==> config.mk <==
export PLATFORM = sky130hd
export DESIGN_NAME = func_select_decoder
export DESIGN_NICKNAME = d
export VERILOG_FILES = /design/src/rtl/func_sel_pkg.sv /design/src/rtl/func_sample_classifier.sv /design/src/rtl/func_select_decoder.sv
export SDC_FILE = /design/constraint.sdc
export NUM_CORES = 1
export LEC_CHECK = 0
export ABC_AREA = 1
export CORE_MARGIN = 2
export CORE_UTILIZATION = 38
export DETAILED_ROUTE_END_ITERATION = 10
export PLACE_DENSITY = 0.7
export SETUP_SLACK_MARGIN = 0.1
export SYNTH_ARGS = -nofsm -noshare
export SYNTH_HDL_FRONTEND = slang
export SYNTH_SLANG_ARGS = --single-unit
==> constraint.sdc <==
create_clock -name i_clk -period 1.7 [get_ports i_clk]
set_clock_uncertainty 0.15 [all_clocks]
set_input_delay 0.34 -clock i_clk [delete_from_list [all_inputs] [get_ports i_clk]]
set_output_delay 0.34 -clock i_clk [all_outputs]
set_load 0.01 [all_outputs]
==> src/rtl/func_sel_pkg.sv <==
// Shared constants for the AND/XOR function-select decoder.
package func_sel_pkg;

    // Select encodings of the observed function-select unit
    localparam logic FUNC_AND = 1'b0;
    localparam logic FUNC_XOR = 1'b1;

    // Decoder FSM state encodings
    localparam logic [1:0] IDLE    = 2'd0;
    localparam logic [1:0] COLLECT = 2'd1;
    localparam logic [1:0] REPORT  = 2'd2;

    // Select reported for a pair of surviving-hypothesis flags; only a lone XOR survivor reports XOR
    function automatic logic decodeSelect(input logic andPossible, input logic xorPossible);
        return (xorPossible && !andPossible) ? FUNC_XOR : FUNC_AND;
    endfunction

endpackage

==> src/rtl/func_sample_classifier.sv <==
// Tells whether one observed (op1, op2, out) sample is consistent with AND and/or XOR.
module func_sample_classifier (
    input  logic op1,
    input  logic op2,
    input  logic out,
    output logic andMatch,
    output logic xorMatch
);

    // Compare the observed output against each candidate function
    assign andMatch = (out == (op1 & op2));
    assign xorMatch = (out == (op1 ^ op2));

endmodule

==> src/rtl/func_select_decoder.sv <==
// Recovers the AND/XOR select of a function-select unit from a window of observed samples.
// Optional build macro: FUNC_SELECT_DECODER_EARLY_EXIT_EN -- report a conflict as soon as
// no function can explain the samples seen so far, instead of waiting for the full window.
module func_select_decoder
    import func_sel_pkg::*;
#(
    parameter int unsigned WINDOW = 8,
    parameter int unsigned CNT_W  = 4
) (
    input  logic             i_clk,
    input  logic             i_rst,
    input  logic             i_start,
    input  logic             i_valid,
    input  logic             i_op1,
    input  logic             i_op2,
    input  logic             i_funcOut,
    output logic             o_ready,
    output logic             o_done,
    output logic             o_funcSelect,
    output logic             o_ambiguous,
    output logic             o_conflict,
    output logic [CNT_W-1:0] o_sampleCount
);

`ifdef FUNC_SELECT_DECODER_EARLY_EXIT_EN
    localparam bit EARLY_EXIT = 1'b1;
`else
    localparam bit EARLY_EXIT = 1'b0;
`endif

    localparam logic [CNT_W-1:0] LAST_COUNT = CNT_W'(WINDOW);

    logic [1:0]       state, stateNext;
    logic [CNT_W-1:0] countNext;
    logic             andPossible, andPossibleNext;
    logic             xorPossible, xorPossibleNext;
    logic             funcSelectNext, ambiguousNext, conflictNext;
    logic             doneNext, readyNext;
    logic             andMatch, xorMatch;
    logic             andUpd, xorUpd, lastSample;
    logic [CNT_W-1:0] countUpd;

    func_sample_classifier uClassifier (
        .op1      (i_op1),
        .op2      (i_op2),
        .out      (i_funcOut),
        .andMatch (andMatch),
        .xorMatch (xorMatch)
    );

    // State, counter, hypothesis flags and all outputs
    always_ff @(posedge i_clk or posedge i_rst) begin
        if (i_rst) begin
            state         <= IDLE;
            o_sampleCount <= '0;
            andPossible   <= 1'b1;
            xorPossible   <= 1'b1;
            o_funcSelect  <= 1'b0;
            o_ambiguous   <= 1'b0;
            o_conflict    <= 1'b0;
            o_done        <= 1'b0;
            o_ready       <= 1'b0;
        end else begin
            state         <= stateNext;
            o_sampleCount <= countNext;
            andPossible   <= andPossibleNext;
            xorPossible   <= xorPossibleNext;
            o_funcSelect  <= funcSelectNext;
            o_ambiguous   <= ambiguousNext;
            o_conflict    <= conflictNext;
            o_done        <= doneNext;
            o_ready       <= readyNext;
        end
    end

    // Next-state, flag accumulation and result decision
    always_comb begin
        stateNext       = state;
        countNext       = o_sampleCount;
        andPossibleNext = andPossible;
        xorPossibleNext = xorPossible;
        funcSelectNext  = o_funcSelect;
        ambiguousNext   = o_ambiguous;
        conflictNext    = o_conflict;
        doneNext        = 1'b0;

        andUpd     = andPossible & andMatch;
        xorUpd     = xorPossible & xorMatch;
        countUpd   = o_sampleCount + CNT_W'(1);
        lastSample = (countUpd == LAST_COUNT) || (EARLY_EXIT && !andUpd && !xorUpd);

        if (i_start) begin
            // Start or restart from any state; a sample offered in this cycle is dropped
            stateNext       = COLLECT;
            countNext       = '0;
            andPossibleNext = 1'b1;
            xorPossibleNext = 1'b1;
            funcSelectNext  = 1'b0;
            ambiguousNext   = 1'b0;
            conflictNext    = 1'b0;
        end else begin
            case (state)
                IDLE: begin
                    stateNext = IDLE;
                end
                COLLECT: begin
                    if (i_valid) begin
                        countNext       = countUpd;
                        andPossibleNext = andUpd;
                        xorPossibleNext = xorUpd;
                        if (lastSample) begin
                            stateNext      = REPORT;
                            doneNext       = 1'b1;
                            funcSelectNext = decodeSelect(andUpd, xorUpd);
                            ambiguousNext  = andUpd & xorUpd;
                            conflictNext   = !andUpd && !xorUpd;
                        end
                    end
                end
                REPORT: begin
                    stateNext = IDLE;
                end
                default: begin
                    stateNext = IDLE;
                end
            endcase
        end

        readyNext = (stateNext == COLLECT);
    end

endmodule

==> impl_metrics.json, run 1 <==
{
  "clkSlewWorstSetupHoldPaths_ns": 0.08,
  "period_needed_ns": 1.479,
  "yosysTopAreaCell": "dfrtp_1",
  "rsz0062_at_grt": "false",
  "synthTopCellsByArea": "dfrtp_1 (43%), nand2_1 (12%), dfstp_2 (8.3%)",
  "area_growth_pct": 36.74,
  "antenna_found_initial": 0,
  "p_seq_share_pct": 47.8,
  "pin_count": 16,
  "wl_per_cell_um": 11.62,
  "cap_violations": 0,
  "yosys.cell_count.top_type": "nand2_1",
  "use_met3_pct": 4.400,
  "arrival_ns": 1.50,
  "required_ns": 1.72,
  "cts.root.buffer_cell": "clkbuf_4",
  "regMostFlops": "o_sampleCount",
  "finalPower_mw": 0.7368,
  "numPortBuffers": 15,
  "largest_reg_flops": 4,
  "avgSynthCellArea_um2": 8.165,
  "cts.htree.levels": 1,
  "hold_class": "in -> async",
  "tritoncts": "yes",
  "dp.cells": 112,
  "cts_buffers": 3,
  "clock_sinks": 13,
  "end_kind": "flip-flop",
  "netlist_instances": 78,
  "final_util_pct": 56.49,
  "yosys_warnings": 0,
  "crit_type": "reg -> reg",
  "ys_seq_elements": 13,
  "wl_mm": 1.371,
  "die_y_um": 44.94,
  "vias": 589,
  "dieArea_um2": 2020,
  "netlist_area_um2": 636.9,
  "finalSetupViolCount": 0,
  "seq_area_frac_synth_pct": 51.47,
  "maxSlewHeadroom_pct": 68.06,
  "coreArea_um2": 1541,
  "cp_slowest_cell": "dfrtp_2",
  "yosys_most_used_dff": "dfrtp_1",
  "use_met2_pct": 25.14,
  "grt_pass1_vias": 562,
  "rows": 14,
  "p_comb_share_pct": 25.8,
  "dr.pass1.iters": 4,
  "use_met1_pct": 22.76,
  "period_share_pct": 87.00,
  "grt_remaining_overflow": 0,
  "tightest_slew_ns": 0.4786,
  "swShare_pct": 29.29,
  "internal_power_mw": 0.5209,
  "nFillCells": 134,
  "start_util_pct": 41.31,
  "syn_nets": 87,
  "fin_cells": 118,
  "power_density_nw_per_um2": 846.1,
  "synth_cell_types": 15,
  "outcome": "finished, final reports clean",
  "synthTopCellsByCount": "nand2_1 (20), dfrtp_1 (11), inv_1 (10), nand3_1 (10), nor2_1 (6)",
  "grt_pass1_wl_mm": 2.401,
  "path_cells": "buf_4 -> ha_2 -> nand4_1 -> nor2_1 -> nand2_2 -> nand3_1 -> nand2_1",
  "gp_congestion": 0.7527,
  "reg2reg_depth": 7,
  "dp_hpwl_mm": 1.014,
  "async_reset_ff_share_pct": 100.0,
  "clkPwrFrac_pct": 26.3,
  "fin_setup_tns_ns": 0,
  "slew_violations": 0,
  "reg.largest.list": "o_sampleCount (4), state (2)",
  "gr-usage-all-layers_pct": 16.47,
  "startpoint_type": "flip-flop",
  "top_usage_layer": "met2",
  "antenna-diode-count": 0,
  "finalHoldViolations": 0,
  "cpPeakStageDelay_ns": 0.37,
  "worst_slack_ns": 0.2210,
  "nNetsFinal": 112,
  "cts_hold_buffers": 0,
  "synth_edf_count": 0,
  "fmax_ghz": 0.6761,
  "insertion_delay_ns": 0.28,
  "viasPerCell": 4.992,
  "drive_gt1_share_pct": 19.61,
  "pre_cts_ws_ns": -0.05555,
  "drcViolationCount": 0,
  "p_leak_nw": 0.4621,
  "die_x_um": 44.94,
  "grt_max_degree": 14,
  "power.switching_mw": 0.2158,
  "cp_max_fo": 5,
  "clk_path_buf_depth": 2,
  "netlist.area_leader.share_pct": 43.22,
  "antenna_left": 0,
  "drtIter0Drc": 17,
  "ir_worst_vdd_mv": 0.6079
}
what timing repair did:
item | CTS | global route
resized for setup | 10 | 3
setup buffers | 2 | 0
endpoints found under the setup margin | 9 | 5
layout make-up:
type                            instances  area, um^2  share of cell area (%)
Sequential cell                        13       330.3                   37.93
Multi-Input combinational cell         54       272.8                   31.32
Clock buffer                            4       26.28                   3.017
Timing Repair Buffer                   20       180.2                   20.69
Tap cell                               16       20.02                   2.299
Inverter                               11       41.29                   4.741
power by group through the flow:
stage	Clock, mW	Sequential (mW)	Combinational, mW
global route	0.207	0.355	0.217
finish	0.194	0.353	0.190
floorplan	0	0.384	0.0610
CTS	0.200	0.353	0.192
detailed placement	0	0.378	0.146
global placement	0	0.377	0.146
per-stage QoR:
step / instance area (um^2) / hold WS [ns]
floorplan: 636.9 / 0.06553
global placement: 829.5 / 0.3454
detailed placement: 829.5 / 0.3487
CTS: 863.3 / 0.2461
global route: 870.8 / 0.2959
finish: 870.8 / 0.2240
cell usage in the layout, fill, tap and decap left out:
master	instances
ha_2	1
o21ai_1	1
dfrtp_2	2
dlygate4sd2_1	8
dlymetal6s2s_1	1
dfrtp_1	9
o21ai_0	2
nand3_1	10
clkbuf_1	1
nand4_1	4
nor2_1	6
nand2_1	19
buf_4	5
a21oi_1	4
clkdlybuf4s50_1	6
clkbuf_4	3
inv_1	10
ha_1	1
nand2_2	2
dfstp_2	2
nor2_2	3
inv_2	1
nand3_2	1
worst max-delay path, delay by kind of cell (launching register included):
| kind | cells | cell delay [ns] |
|---|---|---|
| simple gates | 5 | 0.51 |
| fa+ha+maj | 1 | 0.20 |
| flops | 1 | 0.37 |
| buf+inv | 1 | 0.13 |
per-layer routing:
layer  part of all wire [%]  routed length [um]  vias to the layer above
met5                      0                   0                        -
met3                    6.2                  85                        3
met4                    1.2                  17                        0
li1                       -                   -                      301
met1                     47                 649                      266
met2                     45                 619                       19
final timing paths:
| path | start | end | slack, ns |
|---|---|---|---|
| hold / removal | i_rst | state[0]$_DFF_PP0_ | 0.22 |
| setup / recovery | o_sampleCount[1]$_DFFE_PP0P_ | o_funcSelect$_DFFE_PP0P_ | 0.22 |
| min in group i_clk | andPossible$_DFFE_PP1P_ | andPossible$_DFFE_PP1P_ | 0.36 |
| max in group asynchronous | i_rst | andPossible$_DFFE_PP1P_ | 0.82 |
| hold reg to reg | andPossible$_DFFE_PP1P_ | andPossible$_DFFE_PP1P_ | 0.36 |
| setup reg to reg | o_sampleCount[1]$_DFFE_PP0P_ | o_funcSelect$_DFFE_PP0P_ | 0.22 |
kinds of logic (layout without fill, tap and decap cells):
logic type,count (synthesis),in the layout,synth area share [%]
AO/OA/AOI/OAI,7,7,5.500
AND/OR/NAND/NOR,45,45,32.61
adder cells (fa/ha/maj),2,2,3.929
flip-flops,13,13,51.47
buffers and inverters,11,35,6.483
Note: power is estimated with default switching activity, not from simulation.
==> inputs of run 2 (changes only) <==
--- a/config.mk
+++ b/config.mk
@@ -6,11 +6,13 @@
 export NUM_CORES = 1
 export LEC_CHECK = 0
 export ABC_AREA = 1
+export ABC_CLOCK_PERIOD_IN_PS = 1700
 export CORE_MARGIN = 2
-export CORE_UTILIZATION = 38
+export CORE_UTILIZATION = 46
 export DETAILED_ROUTE_END_ITERATION = 10
-export PLACE_DENSITY = 0.7
+export PLACE_DENSITY = 0.81
 export SETUP_SLACK_MARGIN = 0.1
 export SYNTH_ARGS = -nofsm -noshare
 export SYNTH_HDL_FRONTEND = slang
+export SYNTH_HIERARCHICAL = 1
 export SYNTH_SLANG_ARGS = --single-unit
==> run 2 against run 1 <==
Effect of this change:
- global-route usage rose by 0.68 points
- final cell count fell by 1.7%
- critical endpoint is now o_sampleCount[0]
- largest cell class unchanged
- clock power barely moved
==> impl_metrics.json, run 2 <==
{
  "outcome": "finished, final reports clean",
  "grt_remaining_overflow": 0,
  "cp.depth": 1,
  "yosys_most_used_dff": "dfrtp_1",
  "reg.largest.list": "o_sampleCount (4), state (2)",
  "wl_mm": 1.400,
  "wl_per_cell_um": 12.07,
  "drive_gt1_share_pct": 20.79,
  "netlist.area_leader.share_pct": 42.72,
  "hold_class": "in -> async",
  "p_leak_nw": 0.4942,
  "netlist_area_um2": 644.4,
  "async_reset_ff_share_pct": 100.0,
  "rows": 13,
  "coreArea_um2": 1301,
  "period_needed_ns": 1.470,
  "period_share_pct": 86.46,
  "area_growth_pct": 38.64,
  "grt_pass1_wl_mm": 2.221,
  "cp_slowest_cell": "dfrtp_1",
  "largest_reg_flops": 4,
  "syn_nets": 86,
  "crit_end": "o_sampleCount[0]",
  "insertion_delay_ns": 0.28,
  "startpoint_type": "flip-flop",
  "end_kind": "output port",
  "finalHoldViolations": 0,
  "numPortBuffers": 15,
  "hold_slack_ns": 0.2305,
  "yosys_warnings": 6,
  "viasPerCell": 5.172,
  "antenna-diode-count": 0,
  "pin_count": 16,
  "drtIter0Drc": 16,
  "tightest_slew_ns": 0.4932,
  "dp_hpwl_um": 919,
  "crit_type": "reg -> out",
  "grt_pass1_vias": 542,
  "yosysTopAreaCell": "dfrtp_1",
  "power_density_nw_per_um2": 850.2,
  "cpPeakStageDelay_ns": 0.40,
  "path_buf_inv": 1,
  "finalSetupViolCount": 0,
  "final_common_cell": "nand2_1",
  "cts.root.buffer_cell": "clkbuf_4",
  "ff_latch_area_um2": 327.8,
  "grt_max_degree": 14,
  "regMostFlops": "o_sampleCount",
  "required_ns": 1.21,
  "r2r-start": "o_sampleCount[0]$_DFFE_PP0P_",
  "fin_setup_tns_ns": 0,
  "synthTopCellsByArea": "dfrtp_1 (43%), nand2_1 (16%), dfstp_2 (8.2%)",
  "reg2reg_depth": 7,
  "vias": 600,
  "netlist_instances": 77,
  "dr.pass1.iters": 4,
  "fmax_ghz": 0.6803,
  "maxSlewHeadroom_pct": 67.08,
  "start_util_pct": 49.52,
  "multi_input_area_um2": 305.3,
  "final_cell_mix": "nand2_1 (25), dfrtp_1 (11), dlygate4sd2_1 (9), inv_1 (8), nand3_1 (7)",
  "rrSetupSlack_ns": 0.31,
  "seq_area_frac_synth_pct": 50.87,
  "synthTopCellsByCount": "nand2_1 (27), dfrtp_1 (11), inv_1 (8)",
  "clock_sinks": 13,
  "antenna_found_initial": 0,
  "crit_start": "o_sampleCount[0]$_DFFE_PP0P_",
  "cp_top_family": "flip-flops",
  "gp_congestion": 0.7993,
  "reg2reg_to": "o_funcSelect$_DFFE_PP0P_",
  "rsz0062_at_grt": "false",
  "cp_max_fo": 2,
  "path_cells": "dlygate4sd2_1",
  "nNetsFinal": 111,
  "cts_hold_buffers": 0,
  "ys_seq_elements": 13,
  "die_y_um": 41.43,
  "synth_cell_types": 16,
  "antenna_left": 0,
  "die_x_um": 41.43,
  "yosys.cell_count.top_type": "nand2_1",
  "arrival_ns": 0.98,
  "clkSlewWorstSetupHoldPaths_ns": 0.08,
  "nFillCells": 120,
  "tritoncts": "yes",
  "slew_violations": 0,
  "cts_buffers": 3,
  "dieArea_um2": 1716,
  "ir_worst_vdd_mv": 0.7172,
  "synth_edf_count": 0,
  "cap_violations": 0,
  "clk_path_buf_depth": 2,
  "drcViolationCount": 0,
  "gr-usage-all-layers_pct": 17.16,
  "avgSynthCellArea_um2": 8.368,
  "cts.htree.levels": 1
}
run 2: changes by cell type after synthesis:
cell     before  now
nor3b_1       0    1
nand3_1      10    7
nand2_4       0    1
nand4_1       4    3
nor2_2        3    0
inv_1        10    8
nand2_2       1    2
nand2_1      20   27
nor2_1        6    5
o21ai_1       1    0
nor2_4        0    2
a21oi_1       4    2
run 2: layout make-up:
cell class / count / share of cell area [%]
repair buffers: 20 / 20.31
multi-input cells: 55 / 34.17
well taps: 15 / 2.101
flip-flops and latches: 13 / 36.69
inverters: 9 / 3.782
clock buffers: 4 / 2.941
run 2: kinds of logic (layout without fill, tap and decap cells):
kind of cell,after synthesis,count (layout),share of synthesized area (%)
simple gates,49,49,36.89
flops,13,13,50.87
buf+inv,9,33,5.242
compound gates,4,4,3.107
fa+ha+maj,2,2,3.883
run 2: timing repair:
action | 4_1_cts | 5_1_grt
setup endpoints to repair | 9 | 3
buffers inserted | 3 | 0
pin swaps | 0 | 5
resized for setup | 9 | 6
run 2: stage by stage:
stage          instances  power (mW)  cell area [um^2]  util, %  setup WS (ns)
2_1_floorplan         77      0.4568             644.4        -         0.3337
3_3_place_gp         109      0.5420             828.3    63.65        -0.1199
3_5_place_dp         109      0.5459             828.3    63.65        -0.1774
4_1_cts              116      0.7454             865.8    66.54         0.1124
5_1_grt              116      0.8051             893.4    68.65         0.2046
6_report             116      0.7595             893.4    68.65         0.2301
run 2: per-layer routing:
metal / part of all wire, % / vias up / routed length (um) / global-route usage (%)
met3: 4.7 / 5 / 66 / 1.739
li1: - / 296 / - / -
met2: 54 / 25 / 753 / 28.75
met1: 38 / 274 / 536 / 20.56
met5: 0 / - / 0 / 0
met4: 3.1 / 0 / 44 / 11.61
run 2: report_power, final:
part,switching [mW],internal [mW],leakage [nW]
Sequential,0.0163,0.340,0.161
Clock,0.102,0.0911,0.0150
Combinational,0.112,0.0986,0.318
Total,0.230,0.530,0.494
run 2: worst min path at each step:
stage | startpoint | to | slack (ns) | cells after the start
2_1_floorplan | i_rst | o_ambiguous$_DFFE_PP0P_ | 0.07 | 1
3_3_place_gp | o_ambiguous$_DFFE_PP0P_ | o_ambiguous$_DFFE_PP0P_ | 0.31 | 2
3_5_place_dp | o_ambiguous$_DFFE_PP0P_ | o_ambiguous$_DFFE_PP0P_ | 0.31 | 2
4_1_cts | i_rst | o_conflict$_DFFE_PP0P_ | 0.25 | 2
5_1_grt | i_rst | state[0]$_DFF_PP0_ | 0.30 | 2
6_report | i_rst | o_conflict$_DFFE_PP0P_ | 0.23 | 2
